===== src/rtl/avalon_vga_rect_fill.sv =====
// Rectangle-fill engine: CPU programs corners/colour over a small Avalon slave,
// then the engine streams one 8-bit pixel write per frame-buffer address.
//
// state    | meaning
// ---------+------------------------------------------------------------
// S_IDLE   | waiting for start; slave registers freely writable
// S_SETUP  | latch clamped corners/colour, compute first row base
// S_WRITE  | master write held high, advances x/y on each accepted pixel
// S_FINISH | one cycle, sets done and returns to idle
module avalon_vga_rect_fill #(
    parameter int H_RES = 640,
    parameter int V_RES = 480
) (
    input  logic        i_clk,
    input  logic        i_reset,
    input  logic [1:0]  i_address,
    input  logic        i_chipselect,
    input  logic        i_read,
    input  logic        i_write,
    input  logic [31:0] i_writedata,
    output logic [31:0] o_readdata,
    output logic [19:0] o_m_address,
    output logic        o_m_write,
    output logic [31:0] o_m_writedata,
    input  logic        i_m_waitrequest,
    output logic        o_irq
);

    typedef enum logic [1:0] {
        S_IDLE   = 2'd0,
        S_SETUP  = 2'd1,
        S_WRITE  = 2'd2,
        S_FINISH = 2'd3
    } state_t;

    localparam logic [9:0]  X_MAX      = 10'(H_RES - 1);
    localparam logic [9:0]  Y_MAX      = 10'(V_RES - 1);
    localparam logic [18:0] ROW_STRIDE = 19'(H_RES);

    state_t state, state_nxt;

    logic [9:0]  reg_x0, reg_x1, reg_y0, reg_y1;
    logic [7:0]  reg_colour;
    logic        irq_en;
    logic        done;

    logic [9:0]  cur_x, cur_y;
    logic [9:0]  lat_x0, lat_x1, lat_y1;
    logic [7:0]  lat_colour;
    logic [18:0] row_base;
    logic        abort_pend;

    logic        wr_sel, wr_x, wr_y, wr_colour, wr_ctrl;
    logic        start_req, abort_req, clear_req;
    logic        busy, accept, x_more, y_more;
    logic [9:0]  cx0, cx1, cy0, cy1;
    logic        rect_empty;
    logic [18:0] y0_ext, row_base_init;
    logic        unused_wdata;

    // Slave write decode
    assign wr_sel    = i_chipselect & i_write;
    assign wr_x      = wr_sel & (i_address == 2'd0);
    assign wr_y      = wr_sel & (i_address == 2'd1);
    assign wr_colour = wr_sel & (i_address == 2'd2);
    assign wr_ctrl   = wr_sel & (i_address == 2'd3);
    assign start_req = wr_ctrl & i_writedata[0];
    assign abort_req = wr_ctrl & i_writedata[1];
    assign clear_req = wr_ctrl & i_writedata[3];

    assign unused_wdata = ^{i_writedata[31:26], i_writedata[15:10]};

    assign cx0 = (reg_x0 > X_MAX) ? X_MAX : reg_x0;
    assign cx1 = (reg_x1 > X_MAX) ? X_MAX : reg_x1;
    assign cy0 = (reg_y0 > Y_MAX) ? Y_MAX : reg_y0;
    assign cy1 = (reg_y1 > Y_MAX) ? Y_MAX : reg_y1;
    assign rect_empty = (cx0 > cx1) | (cy0 > cy1);

    // y0*640 as shift-add; 479*640 still fits in 19 bits
    assign y0_ext        = {9'b0, cy0};
    assign row_base_init = (y0_ext << 9) + (y0_ext << 7);

    assign busy   = (state != S_IDLE);
    assign accept = (state == S_WRITE) & ~i_m_waitrequest;
    assign x_more = (cur_x < lat_x1);
    assign y_more = (cur_y < lat_y1);

    always_ff @(posedge i_clk) begin
        if (i_reset) begin
            state <= S_IDLE;
        end else begin
            state <= state_nxt;
        end
    end

    always_comb begin
        state_nxt = state;
        case (state)
            S_IDLE: begin
                if (start_req) state_nxt = S_SETUP;
            end
            S_SETUP: begin
                if (abort_req || rect_empty) state_nxt = S_FINISH;
                else                         state_nxt = S_WRITE;
            end
            S_WRITE: begin
                // The pending write must complete before an abort takes effect
                if (accept) begin
                    if (abort_req || abort_pend)  state_nxt = S_FINISH;
                    else if (!x_more && !y_more)  state_nxt = S_FINISH;
                end
            end
            S_FINISH: state_nxt = S_IDLE;
            default:  state_nxt = S_IDLE;
        endcase
    end

    always_comb begin
        o_m_write     = 1'b0;
        o_m_address   = 20'd0;
        o_m_writedata = 32'd0;
        if (state == S_WRITE) begin
            o_m_write     = 1'b1;
            o_m_address   = {1'b0, row_base + {9'b0, cur_x}};
            o_m_writedata = {24'b0, lat_colour};
        end
    end

    always_ff @(posedge i_clk) begin
        if (i_reset) begin
            reg_x0     <= '0;
            reg_x1     <= '0;
            reg_y0     <= '0;
            reg_y1     <= '0;
            reg_colour <= '0;
            irq_en     <= 1'b0;
            done       <= 1'b0;
        end else begin
            if (wr_x) begin
                reg_x0 <= i_writedata[9:0];
                reg_x1 <= i_writedata[25:16];
            end
            if (wr_y) begin
                reg_y0 <= i_writedata[9:0];
                reg_y1 <= i_writedata[25:16];
            end
            if (wr_colour) reg_colour <= i_writedata[7:0];
            if (wr_ctrl)   irq_en     <= i_writedata[2];
            // Setting done on FINISH beats a simultaneous clear
            if (state == S_FINISH)
                done <= 1'b1;
            else if (clear_req || (state == S_IDLE && start_req))
                done <= 1'b0;
        end
    end

    always_ff @(posedge i_clk) begin
        if (i_reset) begin
            cur_x      <= '0;
            cur_y      <= '0;
            lat_x0     <= '0;
            lat_x1     <= '0;
            lat_y1     <= '0;
            lat_colour <= '0;
            row_base   <= '0;
            abort_pend <= 1'b0;
        end else begin
            case (state)
                S_SETUP: begin
                    lat_x0     <= cx0;
                    lat_x1     <= cx1;
                    lat_y1     <= cy1;
                    lat_colour <= reg_colour;
                    cur_x      <= cx0;
                    cur_y      <= cy0;
                    row_base   <= row_base_init;
                    abort_pend <= 1'b0;
                end
                S_WRITE: begin
                    if (abort_req) abort_pend <= 1'b1;
                    if (accept) begin
                        if (x_more) begin
                            cur_x <= cur_x + 10'd1;
                        end else if (y_more) begin
                            cur_x    <= lat_x0;
                            cur_y    <= cur_y + 10'd1;
                            row_base <= row_base + ROW_STRIDE;
                        end
                    end
                end
                default: abort_pend <= 1'b0;
            endcase
        end
    end

    always_comb begin
        o_readdata = 32'd0;
        if (i_chipselect && i_read) begin
            case (i_address)
                2'd0:    o_readdata = {6'b0, reg_x1, 6'b0, reg_x0};
                2'd1:    o_readdata = {6'b0, reg_y1, 6'b0, reg_y0};
                2'd2:    o_readdata = {24'b0, reg_colour};
                default: o_readdata = {29'b0, irq_en, done, busy};
            endcase
        end
    end

    assign o_irq = done & irq_en;

endmodule


===== config.mk =====
export PLATFORM = sky130hd
export DESIGN_NAME = avalon_vga_rect_fill
export DESIGN_NICKNAME = d
export VERILOG_FILES = /design/src/rtl/avalon_vga_rect_fill.sv
export SDC_FILE = /design/constraint.sdc
export NUM_CORES = 1
export LEC_CHECK = 0
export ABC_CLOCK_PERIOD_IN_PS = 3300
export BUFFER_PORTS_ARGS = -buffer_cell sky130_fd_sc_hd__buf_2
export CORE_ASPECT_RATIO = 0.5
export CORE_MARGIN = 2
export CORE_UTILIZATION = 40
export CTS_BUF_LIST = sky130_fd_sc_hd__clkbuf_4 sky130_fd_sc_hd__clkbuf_8
export CTS_CLUSTER_SIZE = 24
export DETAILED_ROUTE_END_ITERATION = 8
export SLEW_MARGIN = 25
export SYNTH_ARGS = -nofsm -noshare
export SYNTH_HDL_FRONTEND = slang
export SYNTH_SLANG_ARGS = --single-unit

===== constraint.sdc =====
create_clock -name i_clk -period 3.3 [get_ports i_clk]
set_input_delay 0.33 -clock i_clk [delete_from_list [all_inputs] [get_ports i_clk]]
set_output_delay 0.33 -clock i_clk [all_outputs]
set_load 0.01 [all_outputs]

==> results.sh, run 1 <==
export IMPL_arrival_ns=2.60
export IMPL_synth_largest_area_cell="dfxtp_1"
export IMPL_grt_pass1_wl_um=34800
export IMPL_endpoint_kind="output port"
export IMPL_grtUsageMet2_pct=30.2
export IMPL_maxCapViolCount=0
export IMPL_startpoint_type="register"
export IMPL_cts_resized_gates=0
export IMPL_ys_warn_count=0
export IMPL_min_path_cells=3
export IMPL_hold_end="reg_y0[9]$_SDFFE_PP0P_"
export IMPL_synth_most_common_cell="nand2_1"
export IMPL_cp_common_cell="a21oi_1"
export IMPL_grt_max_degree=69
export IMPL_port_buffers=76
export IMPL_grt_usage_pct=21.3
export IMPL_synth_top_area_share_pct=31.3
export IMPL_setup_violations_final=0
export IMPL_gp_congestion=0.911
export IMPL_yosys_top_cells_area="dfxtp_1 31%, ha_1 8.9%, nand2_1 7.1%"
export IMPL_wl_per_cell_um=16.4
export IMPL_reg2regPathDepth=13
export IMPL_finalCritPeriodShare_pct=88.7
export IMPL_fin_crit_ns=2.93
export IMPL_hp_class="in2reg"
export IMPL_coreArea_mm2=0.0194
export IMPL_criticalPathCategory="reg2out"
export IMPL_top_register="row_base"
export IMPL_ant_nets=0
export IMPL_first_iter_violations=510
export IMPL_die_x_um=202
export IMPL_numCtsBuffers=17
export IMPL_seq_area_frac_synth_pct=31.3
export IMPL_seqPwrFrac_pct=35.9
export IMPL_gr_total_overflow=0
export IMPL_antenna_cells=0
export IMPL_fill_cells=2019
export IMPL_r2r_end="row_base[17]$_SDFFE_PP0P_"
export IMPL_dpl_hpwl_um=16200
export IMPL_peakVddDrop_mv=0.311
export IMPL_syn_area_mm2=0.00786
export IMPL_r2r_slack_ns=0.38
export IMPL_tritoncts="done"
export IMPL_register_area_mm2=0.00246
export IMPL_clock_sinks=123
export IMPL_reg2reg_from="reg_y0[8]$_SDFFE_PP0P_"
export IMPL_antenna_found_initial=0
export IMPL_worst_path_max_delay_cell="dfxtp_1"
export IMPL_final_nets=1170
export IMPL_cellLeakagePower_nw=3.45
export IMPL_crit_required_ns=2.97
export IMPL_largest_reg_flops=12
export IMPL_cts_hold_buf=0
export IMPL_skew_ns=0.0180
export IMPL_dieArea_mm2=0.0209
export IMPL_setup_tns_final_ns=0
export IMPL_dr_pass1_iters=5
export IMPL_slew_headroom_pct=45.0
export IMPL_wirelength_um=22200
export IMPL_synth_avg_cell_area_um2=7.72
export IMPL_ys_ff_latch=123
export IMPL_status="finished, final reports clean"
export IMPL_synthFlopType="dfxtp_1"
export IMPL_ios=126
export IMPL_use_met1_pct=32.1
export IMPL_finalHoldViolCount=0
export IMPL_power_density_mw_per_mm2=575
export IMPL_p_int_mw=2.90
export IMPL_post_route_drc_count=0
export IMPL_multiInputGateArea_mm2=0.00487
export IMPL_synth_cell_types=64
export IMPL_met3_usage_pct=4.27
export IMPL_root_buffer="clkbuf_8"
export IMPL_cts_clk_slew_worst_paths_ns=0.09
export IMPL_cts_max_level=4
export IMPL_place_area_mm2=0.00833
export IMPL_swShare_pct=42.2
export IMPL_rows=36
export IMPL_hp_start="i_writedata[9]"
export IMPL_synthArstFlopShare_pct=0
export IMPL_via_count=7195
export IMPL_grt_busiest_layer="met1"
export IMPL_drive_gt1_share_pct=14.4
export IMPL_synthToLayoutAreaGrowth_pct=10.8
export IMPL_die_h_um=103
export IMPL_clock_path_buffers=2
export IMPL_insertion_delay_ns=0.46
export IMPL_fmax_ghz=0.342
export IMPL_cp_max_fo=7
export IMPL_initial_utilization_pct=40.6
export IMPL_p_switching_mw=2.12
export IMPL_worst_pin_slew_ns=0.825
export IMPL_synth_edf_count=0
export IMPL_comb_power_share_pct=37.4
export IMPL_post_cts_buffers=0
export IMPL_maxSlewViolCount=0
export IMPL_design_area_mm2=0.00871
export IMPL_cpPeakStageDelay_ns=0.38
export IMPL_via_per_inst=5.32
export IMPL_pwr_share_clk_pct=26.7
export IMPL_grt_pass1_vias=6487
export IMPL_rsz0062_at_grt="no"
export IMPL_synth_commonest_cells="148 x nand2_1, 134 x nor2_1, 123 x dfxtp_1"
export IMPL_crit_chain="ha_1 -> a21oi_1 -> nor2b_1 -> nor2_1 -> buf_4 -> or2_2 -> or3_1 -> a21oi_1 -> buf_2"
export IMPL_syn_inst=1018
-- cell families after synthesis --
family	Yosys count	synth area share, %
simple gates	402	23.0
compound gates	235	20.0
buf+inv	139	8.77
flops	123	31.3
fa+ha+maj	57	9.17
mux	40	5.41
xor+xnor	20	2.23
other cells	2	0.0955
-- area by class of cell --
class / instances / area share (%)
Clock buffer: 17 / 2.69
Clock inverter: 15 / 1.72
Inverter: 47 / 2.02
Multi-Input combinational cell: 794 / 55.9
Sequential cell: 123 / 28.3
Tap cell: 266 / 3.82
Timing Repair Buffer: 90 / 5.60
-- layout by cell type, fill, tap and decap left out, types with 27 or more instances in the layout --
| master | Yosys | routed |
|---|---|---|
| inv_1 | 46 | 46 |
| nand2_1 | 148 | 148 |
| conb_1 | 2 | 40 |
| ha_1 | 56 | 54 |
| a21oi_1 | 98 | 98 |
| buf_2 | 2 | 75 |
| nor2_1 | 134 | 134 |
| mux2i_1 | 38 | 38 |
| o21ai_0 | 27 | 27 |
| dfxtp_1 | 123 | 123 |
| a211oi_1 | 35 | 35 |
-- power by group through the flow --
stage	logic, mW	clock network (mW)	registers [mW]
2_1_floorplan	1.50	0	1.78
3_3_place_gp	1.81	0	1.82
3_5_place_dp	1.85	0	1.83
4_1_cts	1.85	1.36	1.80
5_1_grt	2.05	1.43	1.82
6_report	1.87	1.34	1.80
-- worst max path at each step --
stage	slack (ns)	startpoint	cells after the start	end
floorplan	0.70	reg_y0[8]$_SDFFE_PP0P_	10	row_base[17]$_SDFFE_PP0P_
CTS	0.33	cur_x[8]$_SDFFE_PP0P_	9	o_m_address[17]
global placement	0.48	reg_y0[8]$_SDFFE_PP0P_	13	row_base[17]$_SDFFE_PP0P_
detailed placement	0.41	reg_y0[8]$_SDFFE_PP0P_	13	row_base[17]$_SDFFE_PP0P_
global route	0.19	reg_y0[8]$_SDFFE_PP0P_	13	row_base[17]$_SDFFE_PP0P_
finish	0.37	cur_x[8]$_SDFFE_PP0P_	9	o_m_address[17]
-- critical path, delay by kind of cell, from the launching register on --
family,cells,cell delay (ns)
adder cells (fa/ha/maj),1,0.33
AND/OR/NAND/NOR,4,0.91
buffers and inverters,2,0.30
AO/OA/AOI/OAI,2,0.22
flip-flops,1,0.38
-- routing by layer --
| layer | part of all wire (%) | wire, µm |
|---|---|---|
| met4 | 1.6 | 346 |
| met1 | 51 | 11400 |
| met2 | 40 | 8950 |
| met5 | 0 | 0 |
| met3 | 6.8 | 1510 |
-- per-stage QoR --
step	setup WS, ns	hold WS, ns	utilization [%]	cells	total power [mW]
floorplan	0.698	0.424	-	1056	3.28
global placement	0.478	0.446	43.0	1320	3.64
detailed placement	0.414	0.461	43.0	1320	3.68
CTS	0.328	0.0928	45.0	1352	5.01
global route	0.192	0.0936	45.0	1352	5.30
finish	0.374	0.113	45.0	1352	5.01
Power figures use the tool's default switching activity.
==> run 2: changes to the inputs <==
- CELL_PAD_IN_SITES_DETAIL_PLACEMENT: default -> 1
- CELL_PAD_IN_SITES_GLOBAL_PLACEMENT: default -> 1
- PLACE_DENSITY_LB_ADDON: default -> 0.1
==> results.sh, run 2 (synthesis gave the netlist of run 1 again) <==
export IMPL_status="finished, final reports clean"
export IMPL_power_density_mw_per_mm2=590
export IMPL_fmax_ghz=0.343
export IMPL_setup_violations_final=0
export IMPL_synthToLayoutAreaGrowth_pct=11.2
export IMPL_hp_start="i_writedata[18]"
export IMPL_dr_pass1_iters=4
export IMPL_antenna_cells=0
export IMPL_final_nets=1170
export IMPL_gp_congestion=0.833
export IMPL_post_cts_buffers=0
export IMPL_final_common_cell="nand2_1"
export IMPL_die_h_um=103
export IMPL_post_route_drc_count=0
export IMPL_rsz0062_at_grt="no"
export IMPL_cts_max_level=4
export IMPL_holdWs_ns=0.113
export IMPL_p_total_mw=5.15
export IMPL_root_buffer="clkbuf_8"
export IMPL_final_cell_mix="148 x nand2_1, 134 x nor2_1, 123 x dfxtp_1"
export IMPL_crit_chain="ha_1 -> a21oi_1 -> nor2b_1 -> nor2_1 -> or2_2 -> or3_1 -> a21oi_1 -> buf_2"
export IMPL_top_register="row_base"
export IMPL_insertion_delay_ns=0.47
export IMPL_worst_pin_slew_ns=0.865
export IMPL_cp_max_fo=7
export IMPL_via_count=7277
export IMPL_r2r_end="row_base[17]$_SDFFE_PP0P_"
export IMPL_crit_buf_inv=1
export IMPL_via_per_inst=5.38
export IMPL_gr_total_overflow=0
export IMPL_peakVddDrop_mv=0.311
export IMPL_numCtsBuffers=17
export IMPL_hp_class="in2reg"
export IMPL_reg2reg_from="reg_y0[6]$_SDFFE_PP0P_"
export IMPL_reg2regPathDepth=13
export IMPL_finalCritPeriodShare_pct=88.2
export IMPL_die_x_um=202
export IMPL_maxCapViolCount=0
export IMPL_grt_pass1_wl_um=39000
export IMPL_dp_cells=1320
export IMPL_r2r_slack_ns=0.40
export IMPL_crit_family="simple AND/OR/NAND/NOR gates"
export IMPL_tritoncts="done"
export IMPL_arrival_ns=2.58
export IMPL_cpPeakStageDelay_ns=0.46
export IMPL_port_buffers=76
export IMPL_cts_resized_gates=0
export IMPL_hold_end="reg_x1[2]$_SDFFE_PP0P_"
export IMPL_initial_utilization_pct=40.6
export IMPL_grt_usage_pct=24.2
export IMPL_first_iter_violations=350
export IMPL_largest_reg_flops=12
export IMPL_clock_sinks=123
export IMPL_rows=36
export IMPL_grt_pass1_vias=7043
export IMPL_clock_path_buffers=2
export IMPL_ant_nets=0
export IMPL_crit_required_ns=2.97
export IMPL_drive_gt1_share_pct=14.4
export IMPL_maxSlewViolCount=0
export IMPL_fin_crit_ns=2.91
export IMPL_finalHoldViolCount=0
export IMPL_setup_tns_final_ns=0
export IMPL_endpoint_kind="output port"
export IMPL_criticalPathCategory="reg2out"
export IMPL_grt_max_degree=77
export IMPL_worst_path_max_delay_cell="dfxtp_1"
export IMPL_finalNonFillerCells=1352
export IMPL_wl_per_cell_um=18.3
export IMPL_dieArea_mm2=0.0209
export IMPL_cellLeakagePower_nw=3.46
export IMPL_skew_ns=0.0138
export IMPL_cp_common_cell="a21oi_1"
export IMPL_antenna_found_initial=0
export IMPL_slew_headroom_pct=42.4
export IMPL_min_path_cells=3
export IMPL_cts_hold_buf=0
export IMPL_startpoint_type="register"
export IMPL_ios=126
export IMPL_coreArea_mm2=0.0194
export IMPL_wirelength_um=24700
export IMPL_dpl_hpwl_um=18200
export IMPL_cts_clk_slew_worst_paths_ns=0.08
[run 2: cell count changes in the layout (fill, tap and decap cells not counted)]
cell,before,now
inv_6,6,2
bufinv_16,0,2
clkbuf_4,0,1
buf_12,0,1
buf_4,15,14
clkbuf_8,17,18
inv_8,3,0
clkinvlp_4,3,4
clkinv_2,0,2
clkinv_8,2,0
clkinv_4,1,3
[run 2: how the worst max path moves through the flow]
| stage | slack, ns | start | depth (start not counted) | endpoint |
|---|---|---|---|---|
| 4_1_cts | 0.34 | row_base[7]$_SDFFE_PP0P_ | 8 | o_m_address[17] |
| 3_3_place_gp | 0.47 | reg_y0[7]$_SDFFE_PP0P_ | 10 | row_base[17]$_SDFFE_PP0P_ |
| 3_5_place_dp | 0.41 | reg_y0[6]$_SDFFE_PP0P_ | 13 | row_base[17]$_SDFFE_PP0P_ |
| 5_1_grt | 0.11 | reg_y0[6]$_SDFFE_PP0P_ | 13 | row_base[17]$_SDFFE_PP0P_ |
| 6_report | 0.39 | row_base[7]$_SDFFE_PP0P_ | 8 | o_m_address[17] |
| 2_1_floorplan | 0.70 | reg_y0[8]$_SDFFE_PP0P_ | 10 | row_base[17]$_SDFFE_PP0P_ |
[run 2: metal layers]
metal,up-vias,global-route usage (%),share of wire (%)
li1,3550,-,-
met1,3550,34.8,53
met2,154,37.3,42
met3,23,4.61,4.4
met4,0,5.84,0.98
met5,-,0,0
[run 2: layout make-up]
type	instances	area (µm²)
Timing Repair Buffer	90	500
Sequential cell	123	2460
Clock buffer	19	255
Tap cell	266	333
Fill cell	2422	10600
Multi-Input combinational cell	794	4870
Clock inverter	13	144
Inverter	47	176
[run 2: worst register-to-register path, delay by kind of cell, from the launching register on]
kind / cells / cell delay (ns)
buffers and inverters: 2 / 0.23
flip-flops: 1 / 0.36
AND/OR/NAND/NOR: 3 / 0.58
adder cells (fa/ha/maj): 2 / 0.44
XOR/XNOR: 1 / 0.13
AO/OA/AOI/OAI: 5 / 1.09
[run 2: report_power, final]
| part | total (mW) | leakage, nW | switching (mW) | internal (mW) |
|---|---|---|---|---|
| clock network | 1.42 | 0.192 | 0.719 | 0.703 |
| registers | 1.80 | 0.996 | 0.151 | 1.65 |
| logic | 1.93 | 2.27 | 1.22 | 0.708 |
[run 2: per-stage QoR]
step / setup slack (ns) / cell area (µm²) / utilization, %
3_3_place_gp: 0.470 / 8340 / 43.1
2_1_floorplan: 0.698 / 8010 / -
3_5_place_dp: 0.411 / 8340 / 43.1
4_1_cts: 0.337 / 8740 / 45.1
6_report: 0.388 / 8740 / 45.1
5_1_grt: 0.113 / 8740 / 45.1
